**src/rtl/register_file_mp.sv**
```systemverilog
// register_file_mp
//   Multi-port register file with write-through bypass, an optional hard-wired
//   zero register and a per-register pending-write scoreboard for RAW hazard
//   detection in decode.
//
//   Ports:
//     clk, arst_n               clock (rising edge), async active-low reset
//     we_0/waddr_0/wdata_0      write-back lane 0
//     we_1/waddr_1/wdata_1      write-back lane 1 (younger, wins conflicts)
//     raddr  [N_RD*ADDR_W]      read addresses, port k at [k*ADDR_W +: ADDR_W]
//     rdata  [N_RD*DATA_W]      read data (combinational), port k at [k*DATA_W +: DATA_W]
//     rbusy  [N_RD]             port k target pending and not written this cycle
//     rsv_en/rsv_addr           reserve (mark pending) a register
//     pend_cnt [ADDR_W+1]       registered count of pending registers

// One combinational read port: bypass mux plus hazard flag.
module register_file_mp_rd_port #(
    parameter int DATA_W   = 16,
    parameter int N_REG    = 32,
    parameter int ADDR_W   = 5,
    parameter int ZERO_REG = 1
) (
    input  logic [N_REG-1:0][DATA_W-1:0] regs,
    input  logic [N_REG-1:0]             pend,
    input  logic [ADDR_W-1:0]            raddr,
    input  logic                         we_0,
    input  logic [ADDR_W-1:0]            waddr_0,
    input  logic [DATA_W-1:0]            wdata_0,
    input  logic                         we_1,
    input  logic [ADDR_W-1:0]            waddr_1,
    input  logic [DATA_W-1:0]            wdata_1,
    output logic [DATA_W-1:0]            rdata,
    output logic                         rbusy
);
    logic is_zero, hit_0, hit_1;

    assign is_zero = (ZERO_REG != 0) && (raddr == '0);
    assign hit_0   = we_0 && (waddr_0 == raddr);
    assign hit_1   = we_1 && (waddr_1 == raddr);

    // Lane 1 is younger, so it takes priority over lane 0 in the bypass.
    always_comb begin
        if (is_zero)    rdata = '0;
        else if (hit_1) rdata = wdata_1;
        else if (hit_0) rdata = wdata_0;
        else            rdata = regs[raddr];
    end

    // A same-cycle write resolves the hazard through the bypass.
    assign rbusy = !is_zero && pend[raddr] && !(hit_0 || hit_1);
endmodule

module register_file_mp #(
    parameter int DATA_W   = 16,
    parameter int N_REG    = 32,
    parameter int N_RD     = 2,
    parameter int ZERO_REG = 1,
    localparam int ADDR_W  = $clog2(N_REG)
) (
    input  logic                     clk,
    input  logic                     arst_n,
    input  logic                     we_0,
    input  logic [ADDR_W-1:0]        waddr_0,
    input  logic [DATA_W-1:0]        wdata_0,
    input  logic                     we_1,
    input  logic [ADDR_W-1:0]        waddr_1,
    input  logic [DATA_W-1:0]        wdata_1,
    input  logic [N_RD*ADDR_W-1:0]   raddr,
    output logic [N_RD*DATA_W-1:0]   rdata,
    output logic [N_RD-1:0]          rbusy,
    input  logic                     rsv_en,
    input  logic [ADDR_W-1:0]        rsv_addr,
    output logic [ADDR_W:0]          pend_cnt
);
    logic [N_REG-1:0][DATA_W-1:0] regs;
    logic [N_REG-1:0]             pend, pend_nxt;
    logic [ADDR_W:0]              cnt_nxt;
    logic                         wr0_ok, wr1_ok, rsv_ok;

    // Register 0 swallows writes and reservations when hard-wired to zero.
    assign wr0_ok = we_0   && !((ZERO_REG != 0) && (waddr_0  == '0));
    assign wr1_ok = we_1   && !((ZERO_REG != 0) && (waddr_1  == '0));
    assign rsv_ok = rsv_en && !((ZERO_REG != 0) && (rsv_addr == '0));

    // Lane 1 assignment comes last so it wins an address conflict.
    always_ff @(posedge clk or negedge arst_n) begin
        if (!arst_n) begin
            regs <= '0;
        end else begin
            if (wr0_ok) regs[waddr_0] <= wdata_0;
            if (wr1_ok) regs[waddr_1] <= wdata_1;
        end
    end

    // Scoreboard: a write retires the old producer, but a same-cycle
    // reservation belongs to a new producer, so set overrides clear.
    always_comb begin
        pend_nxt = pend;
        cnt_nxt  = '0;
        for (int i = 0; i < N_REG; i++) begin
            if ((we_0 && waddr_0 == ADDR_W'(i)) || (we_1 && waddr_1 == ADDR_W'(i)))
                pend_nxt[i] = 1'b0;
            if (rsv_ok && rsv_addr == ADDR_W'(i))
                pend_nxt[i] = 1'b1;
            cnt_nxt = cnt_nxt + {{ADDR_W{1'b0}}, pend_nxt[i]};
        end
    end

    always_ff @(posedge clk or negedge arst_n) begin
        if (!arst_n) begin
            pend     <= '0;
            pend_cnt <= '0;
        end else begin
            pend     <= pend_nxt;
            pend_cnt <= cnt_nxt;
        end
    end

    for (genvar k = 0; k < N_RD; k++) begin : gen_rd
        register_file_mp_rd_port #(
            .DATA_W   (DATA_W),
            .N_REG    (N_REG),
            .ADDR_W   (ADDR_W),
            .ZERO_REG (ZERO_REG)
        ) u_rd (
            .regs    (regs),
            .pend    (pend),
            .raddr   (raddr[k*ADDR_W +: ADDR_W]),
            .we_0    (we_0),
            .waddr_0 (waddr_0),
            .wdata_0 (wdata_0),
            .we_1    (we_1),
            .waddr_1 (waddr_1),
            .wdata_1 (wdata_1),
            .rdata   (rdata[k*DATA_W +: DATA_W]),
            .rbusy   (rbusy[k])
        );
    end
endmodule

```
**config.mk**
```make
export PLATFORM = sky130hd
export DESIGN_NAME = register_file_mp
export DESIGN_NICKNAME = d
export VERILOG_FILES = /design/src/rtl/register_file_mp.sv
export SDC_FILE = /design/constraint.sdc
export NUM_CORES = 2
export LEC_CHECK = 0
export CAP_MARGIN = 10
export CORE_MARGIN = 2
export CORE_UTILIZATION = 55
export CTS_CLUSTER_SIZE = 25
export DETAILED_ROUTE_END_ITERATION = 16
export PLACE_DENSITY = 0.69
export SYNTH_ARGS = -nofsm -noshare
export SYNTH_HDL_FRONTEND = slang
export SYNTH_SLANG_ARGS = --single-unit
```
**constraint.sdc**
```tcl
create_clock -name clk -period 7.5 [get_ports clk]
set_clock_uncertainty 0.1 [all_clocks]
set_input_delay 2.25 -clock clk [delete_from_list [all_inputs] [get_ports clk]]
set_output_delay 2.25 -clock clk [all_outputs]
set_load 0.02 [all_outputs]
```
==> impl_results.md <==
- Status: complete, no violations
- Tot GR Track Use: 42.10%
- Max cap viols: 0
- GR Util met1: 53.44%
- RSZ-0062 raised after global routing: no
- Worst-Skew Late Latency: 0.65 ns
- Total power: 0.01233 W
- Share of layout cells above drive strength 1: 23.37%
- Initial DRC count: 4263
- R2R cell count: 17
- Net Count, Synth: 3648
- Drt drc: 0
- Layout area overhead: 16.76%
- Final Cell Area: 0.04266 mm²
- Clock Power Share: 25.4%
- Setup tns final: 0 ns
- Die span in y: 261.8 µm
- Comb power frac: 38.9%
- Hold path cells: 0
- Fmax: 134.1 MHz
- Vias per cell: 6.863
- ANT cells: 0
- Actual slew at the worst max-slew pin: 1.120 ns
- Post-Synth XOR/XNOR Area: 0.5513%
- CP startpoint kind: primary input
- Peak VDD IR: 1.437 mV
- Clk buf depth: 3
- Multi-input gate area in the final layout: 0.02077 mm²
- Adder and majority gate portion of the synthesized area: 1.555%
- Post-DR wirelength/cell: 30.95 µm
- Post-layout nets: 3831
- Routability congestion estimate: 1.017
- Hold Path Class: flip-flop to flip-flop
- Setup CP Type: primary input to primary output
- Gate Count Post-Synth: 3555
- Htree depth: 2
- Reg clk slew, reported paths: 0.06 ns
- CTS tree: built
- Drt pass-1 iters: 6
- FP Rows: 94
- Simple-gate share of the synthesized area: 10.74%
- Number of CTS-inserted buffers: 60
- I/O pin total: 102
- Post-DRT Antenna Nets: 0
- Post-synth top area share: 37.67%
- Synth warn: 0
- Post-synth cell types: 58
- Final Core Density: 64.89%
- P per Cell Area: 288.9 mW/mm²
- CTS Hold Bufs: 0
- Die X: 261.8 µm
- Largest net degree at the start of global routing: 150
- Final setup fails: 0
- Max_slew headroom: 25.28%
- Core area: 0.06575 mm²
- Crit path time final: 7.459 ns
- Multiplexer share of the synthesized area: 31.03%
- PortBufs: 101
- Sw power: 0.004326 W
- Leakage: 19.15 nW
- Global routing's busiest layer: met2
- Most frequent cell after synthesis: dfrtp_1
- First-pass GRT wire length: 209200 µm
- Power share of the sequential group: 35.7%
- Post-Syn Area: 0.03654 mm²
- Post-detail-place hpwl: 97670 µm
- FF/Latch Area: 0.01376 mm²
- Syn_area_per_cell: 10.28 µm²
- Compound-Gate Fraction of Synth Area: 11.99%
- Largest family of logic cells by synthesized area: multiplexers
- Critical Path AT: 5.11 ns
- Met3 Use GR: 11.15%
- Fillers: 5144
- Fin. max-slew vios: 0
- Clock Tree Root: clkbuf_16
- Global routing usage on met2: 62.83%
- Synth top cells by count: dfrtp_1 (550), mux2i_1 (548), nand2_1 (394)
- Top_reg_cell synth: dfrtp_1
- Critical Path RT: 5.15 ns
- Initial Utilization: 55.58%
- Vias in the first global route: 31584
- Via count: 31921
- R2R Setup Slk: 2.33 ns
- Dpl ws: -0.5916 ns
- Initial antenna violation count: 1
- Flop and latch count out of synthesis: 550
- Sequential fraction of the synthesis area: 37.67%
- Placed cell area: 0.04038 mm²
- EDFF count, synth: 0
- Period Utilization, post-route: 99.45%
- Ys async rst share: 100.0%
- Power Internal: 0.008000 W
- Full die area: 0.06851 mm²
- Fin. Hold Viols: 0
- Sw Share: 35.10%
- Clock Sinks: 550
- CP Capture Type: primary output
- PnR worst setup slack: 0.04142 ns
- Dominant cell type by area after synthesis: dfrtp_1
- Overflow after GRT: 0
- Synth area leaders: dfrtp_1 (38%), mux2i_1 (15%), mux4_2 (12%)
- Drt total wl: 143900 µm
- CP Max Fanout: 17
per-stage QoR:
stage               cells  hold WS [ns]
finish               4651        0.2999
global route         4651        0.3104
CTS                  4650        0.2982
detailed placement   4539        0.2826
global placement     4539        0.2812
floorplan            3555        0.3385
power by group through the flow:
| stage | Sequential (W) | Clock (W) | Combinational (W) |
|---|---|---|---|
| after floorplan | 0.00420 | 0 | 0.00315 |
| after global placement | 0.00436 | 0 | 0.00449 |
| after detailed placement | 0.00442 | 0 | 0.00468 |
| after CTS | 0.00438 | 0.00314 | 0.00473 |
| after global routing | 0.00449 | 0.00325 | 0.00526 |
| final | 0.00441 | 0.00313 | 0.00479 |
worst max-delay path: stages:
cell and delay, ns:
clkbuf_8 0.26, buf_4 0.22, mux4_1 0.55, mux2_2 0.35, a221oi_1 0.29, buf_4 0.20
nor4_1 0.05, a211oi_1 0.24, nor3_2 0.12, clkdlybuf4s50_1 0.57
area by class of cell:
type                            instances  area share, %
Clock buffer                           82          4.138
Timing Repair Buffer                  538          11.19
Tap cell                              864          2.534
Multi-Input combinational cell       2528          48.68
Sequential cell                       550          32.26
Clock inverter                         29         0.6687
Inverter                               60         0.5279
repair_timing:
item / CTS / global route
resized for setup: 49 / 41
cloned: 0 / 0
buffers inserted: 0 / 1
endpoints found under the setup margin: 31 / 24
pin swaps: 4 / 8
cell families (layout without fill, tap and decap cells):
kind of cell	Yosys count	count (layout)
AOI/OAI and AO/OA	740	740
and+or+nand+nor	914	914
DFF	550	550
adders and majority gates	31	31
buffers and inverters	477	709
muxes	820	820
xor gates and xnor gates	23	23
final timing paths:
check | from | endpoint
max in group asynchronous | arst_n | regs[176]
max | raddr[0] | rdata[12]
min reg2reg | regs[11] | regs[11]
min | regs[11] | regs[11]
max reg2reg | pend[7] | pend_cnt[4]
min in group asynchronous | arst_n | regs[504]
placed cells by master, fill, tap and decap left out, types with 63 or more instances in the layout:
cell / netlist / routed
nor2_1: 326 / 307
dfrtp_1: 550 / 550
mux4_2: 201 / 201
nor2b_1: 63 / 63
mux2i_1: 548 / 548
o21ai_0: 249 / 248
a211oi_1: 84 / 77
nand2_1: 394 / 387
a21oi_1: 264 / 262
buf_4: 36 / 401
routing by layer:
layer / routed length [µm] / share of wire [%]
met2: 63300 / 44
met4: 12190 / 8.5
met3: 16650 / 12
met1: 51800 / 36
met5: 11 / 0.0076
flip-flops by register name, summed over array words and instances (netlist names):
signal,count
pend,32
pend_cnt,6
regs,512
(Power assumes the default switching activity.)
